<file path="src/rtl/wb_stage_buffer.sv">
// wb_stage_buffer: DEPTH-entry in-order MEM/WB queue with valid/ready on both
// sides, synchronous flush, write-back data select and a youngest-first
// forwarding lookup over the stored entries. State updates on the falling edge.
module wb_stage_buffer #(
    parameter int DATA_W     = 16,
    parameter int REG_ADDR_W = 3,
    parameter int DEPTH      = 2
) (
    input  logic                         clk,
    input  logic                         rst,
    input  logic                         flush,
    input  logic                         in_valid,
    output logic                         in_ready,
    input  logic [DATA_W-1:0]            in_mem_data,
    input  logic [DATA_W-1:0]            in_alu_result,
    input  logic [REG_ADDR_W-1:0]        in_rd,
    input  logic                         in_mem_to_reg,
    input  logic                         in_reg_write,
    output logic                         out_valid,
    input  logic                         out_ready,
    output logic [DATA_W-1:0]            out_wb_data,
    output logic [REG_ADDR_W-1:0]        out_rd,
    output logic                         out_reg_write,
    input  logic [REG_ADDR_W-1:0]        fwd_addr,
    output logic                         fwd_hit,
    output logic [DATA_W-1:0]            fwd_data,
    output logic [$clog2(DEPTH+1)-1:0]   count
);

    localparam int CNT_W = $clog2(DEPTH + 1);
    localparam int PTR_W = (DEPTH > 1) ? $clog2(DEPTH) : 1;

    // Entry storage
    logic [DATA_W-1:0]     mem_data_reg   [DEPTH];
    logic [DATA_W-1:0]     alu_result_reg [DEPTH];
    logic [REG_ADDR_W-1:0] rd_reg         [DEPTH];
    logic                  mem_to_reg_reg [DEPTH];
    logic                  reg_write_reg  [DEPTH];

    // Per-entry selected write-back data and forwarding match
    logic [DATA_W-1:0]     entry_wb       [DEPTH];
    logic                  entry_match    [DEPTH];

    logic [PTR_W-1:0]      head_reg, head_next;
    logic [PTR_W-1:0]      tail_reg, tail_next;
    logic [CNT_W-1:0]      count_reg, count_next;

    logic                  push;
    logic                  pop;
    int                    fwd_idx;

    // Wrap a pointer from DEPTH-1 back to 0 so any DEPTH works
    function automatic logic [PTR_W-1:0] ptr_inc(input logic [PTR_W-1:0] p);
        if (p == PTR_W'(DEPTH - 1))
            return '0;
        else
            return p + PTR_W'(1);
    endfunction

    // Handshake status depends only on registered occupancy
    assign in_ready  = (count_reg < CNT_W'(DEPTH));
    assign out_valid = (count_reg != '0);
    assign push      = in_valid && in_ready;
    assign pop       = out_valid && out_ready;
    assign count     = count_reg;

    generate
        for (genvar gi = 0; gi < DEPTH; gi++) begin : g_entry
            assign entry_wb[gi]    = mem_to_reg_reg[gi] ? mem_data_reg[gi] : alu_result_reg[gi];
            // R0 is hardwired, so it is never worth forwarding
            assign entry_match[gi] = reg_write_reg[gi] && (rd_reg[gi] == fwd_addr)
                                     && (rd_reg[gi] != '0);

            // Capture the presented entry into the tail slot on an accepted push
            always_ff @(negedge clk or posedge rst) begin
                if (rst) begin
                    mem_data_reg[gi]   <= '0;
                    alu_result_reg[gi] <= '0;
                    rd_reg[gi]         <= '0;
                    mem_to_reg_reg[gi] <= 1'b0;
                    reg_write_reg[gi]  <= 1'b0;
                end else if (push && !flush && (tail_reg == PTR_W'(gi))) begin
                    mem_data_reg[gi]   <= in_mem_data;
                    alu_result_reg[gi] <= in_alu_result;
                    rd_reg[gi]         <= in_rd;
                    mem_to_reg_reg[gi] <= in_mem_to_reg;
                    reg_write_reg[gi]  <= in_reg_write;
                end
            end
        end
    endgenerate

    // Next pointers and occupancy; flush overrides any push or pop
    always_comb begin
        head_next  = head_reg;
        tail_next  = tail_reg;
        count_next = count_reg;
        if (flush) begin
            head_next  = '0;
            tail_next  = '0;
            count_next = '0;
        end else begin
            if (push)
                tail_next = ptr_inc(tail_reg);
            if (pop)
                head_next = ptr_inc(head_reg);
            if (push && !pop)
                count_next = count_reg + CNT_W'(1);
            else if (pop && !push)
                count_next = count_reg - CNT_W'(1);
        end
    end

    // Pointer and occupancy registers
    always_ff @(negedge clk or posedge rst) begin
        if (rst) begin
            head_reg  <= '0;
            tail_reg  <= '0;
            count_reg <= '0;
        end else begin
            head_reg  <= head_next;
            tail_reg  <= tail_next;
            count_reg <= count_next;
        end
    end

    // Head outputs are forced to zero while the queue is empty
    always_comb begin
        out_wb_data   = '0;
        out_rd        = '0;
        out_reg_write = 1'b0;
        if (out_valid) begin
            out_wb_data   = entry_wb[head_reg];
            out_rd        = rd_reg[head_reg];
            out_reg_write = reg_write_reg[head_reg];
        end
    end

    // Walk occupied entries oldest to youngest so the youngest match is kept last
    always_comb begin
        fwd_hit  = 1'b0;
        fwd_data = '0;
        fwd_idx  = 0;
        for (int i = 0; i < DEPTH; i++) begin
            fwd_idx = int'(head_reg) + i;
            if (fwd_idx >= DEPTH)
                fwd_idx = fwd_idx - DEPTH;
            if ((i < int'(count_reg)) && entry_match[fwd_idx[PTR_W-1:0]]) begin
                fwd_hit  = 1'b1;
                fwd_data = entry_wb[fwd_idx[PTR_W-1:0]];
            end
        end
    end

endmodule

</file>
<file path="config.mk">
export PLATFORM = sky130hd
export DESIGN_NAME = wb_stage_buffer
export DESIGN_NICKNAME = d
export VERILOG_FILES = /design/src/rtl/wb_stage_buffer.sv
export SDC_FILE = /design/constraint.sdc
export NUM_CORES = 1
export LEC_CHECK = 0
export BUFFER_PORTS_ARGS = -buffer_cell sky130_fd_sc_hd__buf_2
export CORE_UTILIZATION = 60
export DETAILED_ROUTE_END_ITERATION = 6
export GPL_TIMING_DRIVEN = 0
export PLACE_DENSITY = 0.95
export SETUP_SLACK_MARGIN = 0.15
export SLEW_MARGIN = 5
export SYNTH_ARGS = -nofsm -noshare
export SYNTH_HDL_FRONTEND = slang
export SYNTH_SLANG_ARGS = --single-unit
</file>
<file path="constraint.sdc">
create_clock -name clk -period 4.3 [get_ports clk]
set_clock_uncertainty 0.15 [all_clocks]
set_input_delay 1.075 -clock clk [delete_from_list [all_inputs] [get_ports clk]]
set_output_delay 1.075 -clock clk [all_outputs]
set_load 0.1 [all_outputs]
</file>
==> metrics.txt, run 1 <==
run status=aborted with a tool error; Failed at=global routing; Stop Error=[ERROR DPL-0038] Utilization greater than 100%, impossible to legalize; cell row count=30; die extent in x=86.8 um; number of levels the H-tree was split into=3; cell count after synthesis=approximately 350; root buffer cell=clkbuf_8; maximum clock insertion buffer count=2; area post-placement=about 5300 sq um; Inserted Clock Buffers=9; pin count of the biggest net entering global routing=36; Avg Inst Size Synth=roughly 13 sq um; Yosys warnings=0; top-level port count=86; type of pin the worst path ends at=primary output; share of async-settable or async-resettable flops after synthesis=100%; number of enable-type register cells in the synthesized netlist=0; nets in the synthesized netlist=roughly 400; Seq/Total Area, Yosys=~45%; vertical die dimension=just under 90 um; Final HPWL DP=slightly above 8000 um; area of the mapped netlist=~4300 sq um; worst endpoint after global-route timing repair=fwd_data[4]; placer's final routability congestion estimate=0.876; port bufs=85; clk sinks=between 70 and 80; initial core utilization=between 60% and 70%; number of library cell types mapped by synthesis=43; total of flip-flops plus latches after synthesis=between 70 and 80; main flop type after synthesis=dfrtn_1
## stage by stage
step / instances / setup WS (ps) / utilization [%] / hold slack [ps]
4_1_cts: 565 / -1500 / 96.1 / 283
3_5_place_dp: 528 / -1540 / 77.8 / 282
3_3_place_gp: 526 / -1470 / 77.2 / 273
2_1_floorplan: 345 / -2170 / - / 263
## cells in the mapped netlist (5+ instances only)
cell / n / share of area, %
nand2_1: 5 / 0.44
buf_4: 6 / 1.0
a22oi_1: 8 / 1.4
nor2_1: 21 / 1.8
xnor2_1: 9 / 1.8
nor2b_1: 6 / 0.87
o22ai_1: 8 / 1.2
dfrtn_1: 78 / 45
or3_1: 5 / 0.73
mux2_2: 54 / 14
buf_2: 9 / 1.0
nor4_1: 8 / 1.2
mux2_1: 39 / 10
mux2i_1: 44 / 10
## repair_timing
action / in CTS
gates cloned: 3
setup endpoints to repair: 115
pin swaps: 10
gates resized for setup: 216
hold buffers: 0
buffers inserted: 18
## kinds of logic after synthesis
logic type	Yosys count	synth area share (%)
adder cells (fa/ha/maj)	2	0.580
AND/OR/NAND/NOR	62	8.36
multiplexers	137	34.5
AO/OA/AOI/OAI	31	5.80
buffers and inverters	25	3.48
XOR/XNOR	10	2.03
flip-flops	78	45.3
==> run 2: changes to the inputs <==
- CORE_UTILIZATION: 60 -> 40
- PLACE_DENSITY: 0.95 -> unset
- PLACE_DENSITY_LB_ADDON: unset -> 0.15
- SETUP_SLACK_MARGIN: 0.15 -> unset
==> metrics.txt, run 2 <==
cell row count=37 (was 30); DP Worst Slack=-1510 ps (was -1540 ps); area of the mapped netlist=4310 sq um (unchanged); smallest setup slack after layout=-1470 ps; Filler Cell Count=between 700 and 800; Slew Limit Fails=0; worst-case headroom to the max-slew limit=between 60% and 70%; leading cell types by total area after synthesis=dfrtn_1, mux2_2, mux2i_1 (unchanged); total inserted antenna cells=0; Critical Path RT=about 3100 ps; top library cells by usage in the layout, fill and taps aside=dfrtn_1, buf_12, mux2_2, buf_2, mux2_1; leading cell type by number of instances after synthesis=dfrtn_1 (unchanged); number of levels the H-tree was split into=3 (unchanged); Yosys warnings=0 (unchanged); most common cell after layout, fill and taps aside=dfrtn_1; critical path arrival=4540 ps; crit path capture type=output pin; nets in the synthesized netlist=392 (unchanged); initial core utilization=41.6% (was 62.8%); transition time at the pin with the least slew margin=roughly 530 ps; detailed-route wire length=roughly 13000 um; number of max-cap violations=0; FF-to-FF path depth=7; leading area contributor after synthesis=dfrtn_1 (unchanged); share of cells above drive strength 1=approximately 59%; length of the first detailed-routing pass in iterations=4; post-route ant nets=0; sequential cell area in the final layout=just under 2000 sq um; Wirelength per Cell=20.3 um; total of flip-flops plus latches after synthesis=78 (unchanged); combined area of the multi-input logic cells=~2800 sq um; Reg-to-Reg Start=count[1]; Setup CP Type=reg -> out; root buffer cell=clkbuf_8 (unchanged); initial antenna violation count=0; failing checks=negative setup slack; maximum clock insertion buffer count=2 (unchanged); worst-path fanout max=4; wire length of the first global-routing pass=just under 20000 um; pin count of the biggest net entering global routing=31; CTS Hold Buffers Added=0 (unchanged); clock edge transition at the registers on the reported setup and hold paths=60 ps; NumNets Final=approximately 520; Final HPWL DP=8030 um (was 8050 um); drt drc=0; routed via count divided by cell count=5.34; Reg-to-Reg End=mem_data_reg[14]; core outline area=between 10000 and 15000 sq um; Hold Path Depth=1; run status=finished, violations left (was aborted with a tool error); number of library cell types mapped by synthesis=43 (unchanged); placer's final routability congestion estimate=0.766 (was 0.876); CTS tree=built; die extent in x=106 um (was 86.8 um); type of the worst min-delay path=reg -> reg; Avg Inst Size Synth=12.5 sq um (unchanged); Skew-Pair Late Insertion Delay=between 300 and 400 ps; vias after detailed routing=3289; main flop type after synthesis=dfrtn_1 (unchanged); portion of synthesized cell area occupied by the leading cell type=45.3% (unchanged); area added between synthesis and finish=59.6%; Hold Path Sink=alu_result_reg[6]; total routing usage reported by global routing=between 20% and 30%; Inserted Clock Buffers=9 (unchanged); unrepaired setup endpoints after global routing=yes; port bufs=85 (unchanged); count of final hold-check violations=0; share of async-settable or async-resettable flops after synthesis=100% (unchanged); initial drt markers=106; kind of launch point of the worst setup path=flop; clk sinks=78 (unchanged); vertical die dimension=106 um (was 86.8 um); top-level port count=86 (unchanged); overflow left after global routing=0; most instantiated cells after synthesis=dfrtn_1, mux2_2, mux2i_1 (unchanged); number of enable-type register cells in the synthesized netlist=0 (unchanged); Die Area=about 11000 sq um; cell count after synthesis=345 (unchanged); Seq/Total Area, Yosys=45.3% (unchanged); Finish-stage setup viols=41; r2r setup slk=2390 ps; source of the worst hold timing path=alu_result_reg[6]; vias in the first global route=between 3k and 4k
==> run 2: cell counts after synthesis <==
No cell type changed its count.
==> run 2: how the worst max path moves through the flow <==
stage                  start           end  slack (ps)
floorplan           count[1]   fwd_data[4]       -2170
global placement    count[1]  fwd_data[13]       -1500
detailed placement  count[1]  fwd_data[14]       -1510
CTS                 count[1]   fwd_data[4]       -1490
global route        count[1]   fwd_data[4]       -1550
finish              count[1]   fwd_data[4]       -1470
==> run 2: final cells by class <==
cell class	count	share of cell area, %
inverter	4	0.400
timing repair buffer	121	20.6
sequential	78	28.4
multi-input combinational	242	40.9
clock buffer	11	1.91
clock inverter	4	0.709
tap	136	2.47
buffer	20	4.60
==> run 2: timing repair <==
action                     in CTS  in global routing
resized for setup             221                 26
setup endpoints to repair     108                106
cloned                          1                  2
setup buffers                  26                  6
pin swaps                       9                 13
==> run 2: critical path, cell delays in order, from the launching register on <==
cell and delay (ps):
dfrtn_1 480, clkinv_4 80, ha_4 160, nand2b_4 130, or2_4 260, a211o_4 340, a21boi_4 180, o22ai_4 200
buf_12 200
==> run 2: per-layer routing <==
| metal | part of all wire (%) | track usage [%] | vias up |
|---|---|---|---|
| met5 | 0 | 0 | - |
| met4 | 0.78 | 7.64 | 0 |
| met3 | 3.7 | 5.19 | 10 |
| met2 | 49 | 37.1 | 73 |
| met1 | 46 | 32.3 | 1683 |
| li1 | - | - | 1523 |
==> run 2: logic make-up (layout without fill, tap and decap cells) <==
family	count (synthesis)	after routing	share of synthesized area, %
multiplexers	137	137	34.5
flip-flops	78	78	45.3
AND/OR/NAND/NOR	62	62	8.36
AO/OA/AOI/OAI	31	31	5.80
buffers and inverters	25	160	3.48
XOR/XNOR	10	10	2.03
adder cells (fa/ha/maj)	2	2	0.580
==> run 2: stage by stage <==
step | area (sq um) | TNS (ps) | hold slack [ps] | utilization [%] | instances
final | 6880 | -46350 | 278 | 66.4 | 616
after global routing | 6880 | -48950 | 298 | 66.4 | 616
after CTS | 6700 | -46100 | 283 | 64.6 | 610
after detailed placement | 5400 | -89190 | 282 | 52.0 | 568
after global placement | 5360 | -121950 | 272 | 51.6 | 566
after floorplan | 4760 | -87050 | 263 | - | 345
Power of run 2 is left out: the tool's default activity adds up to more than one toggle a clock period on the data nets, which glitch-free logic cannot reach.
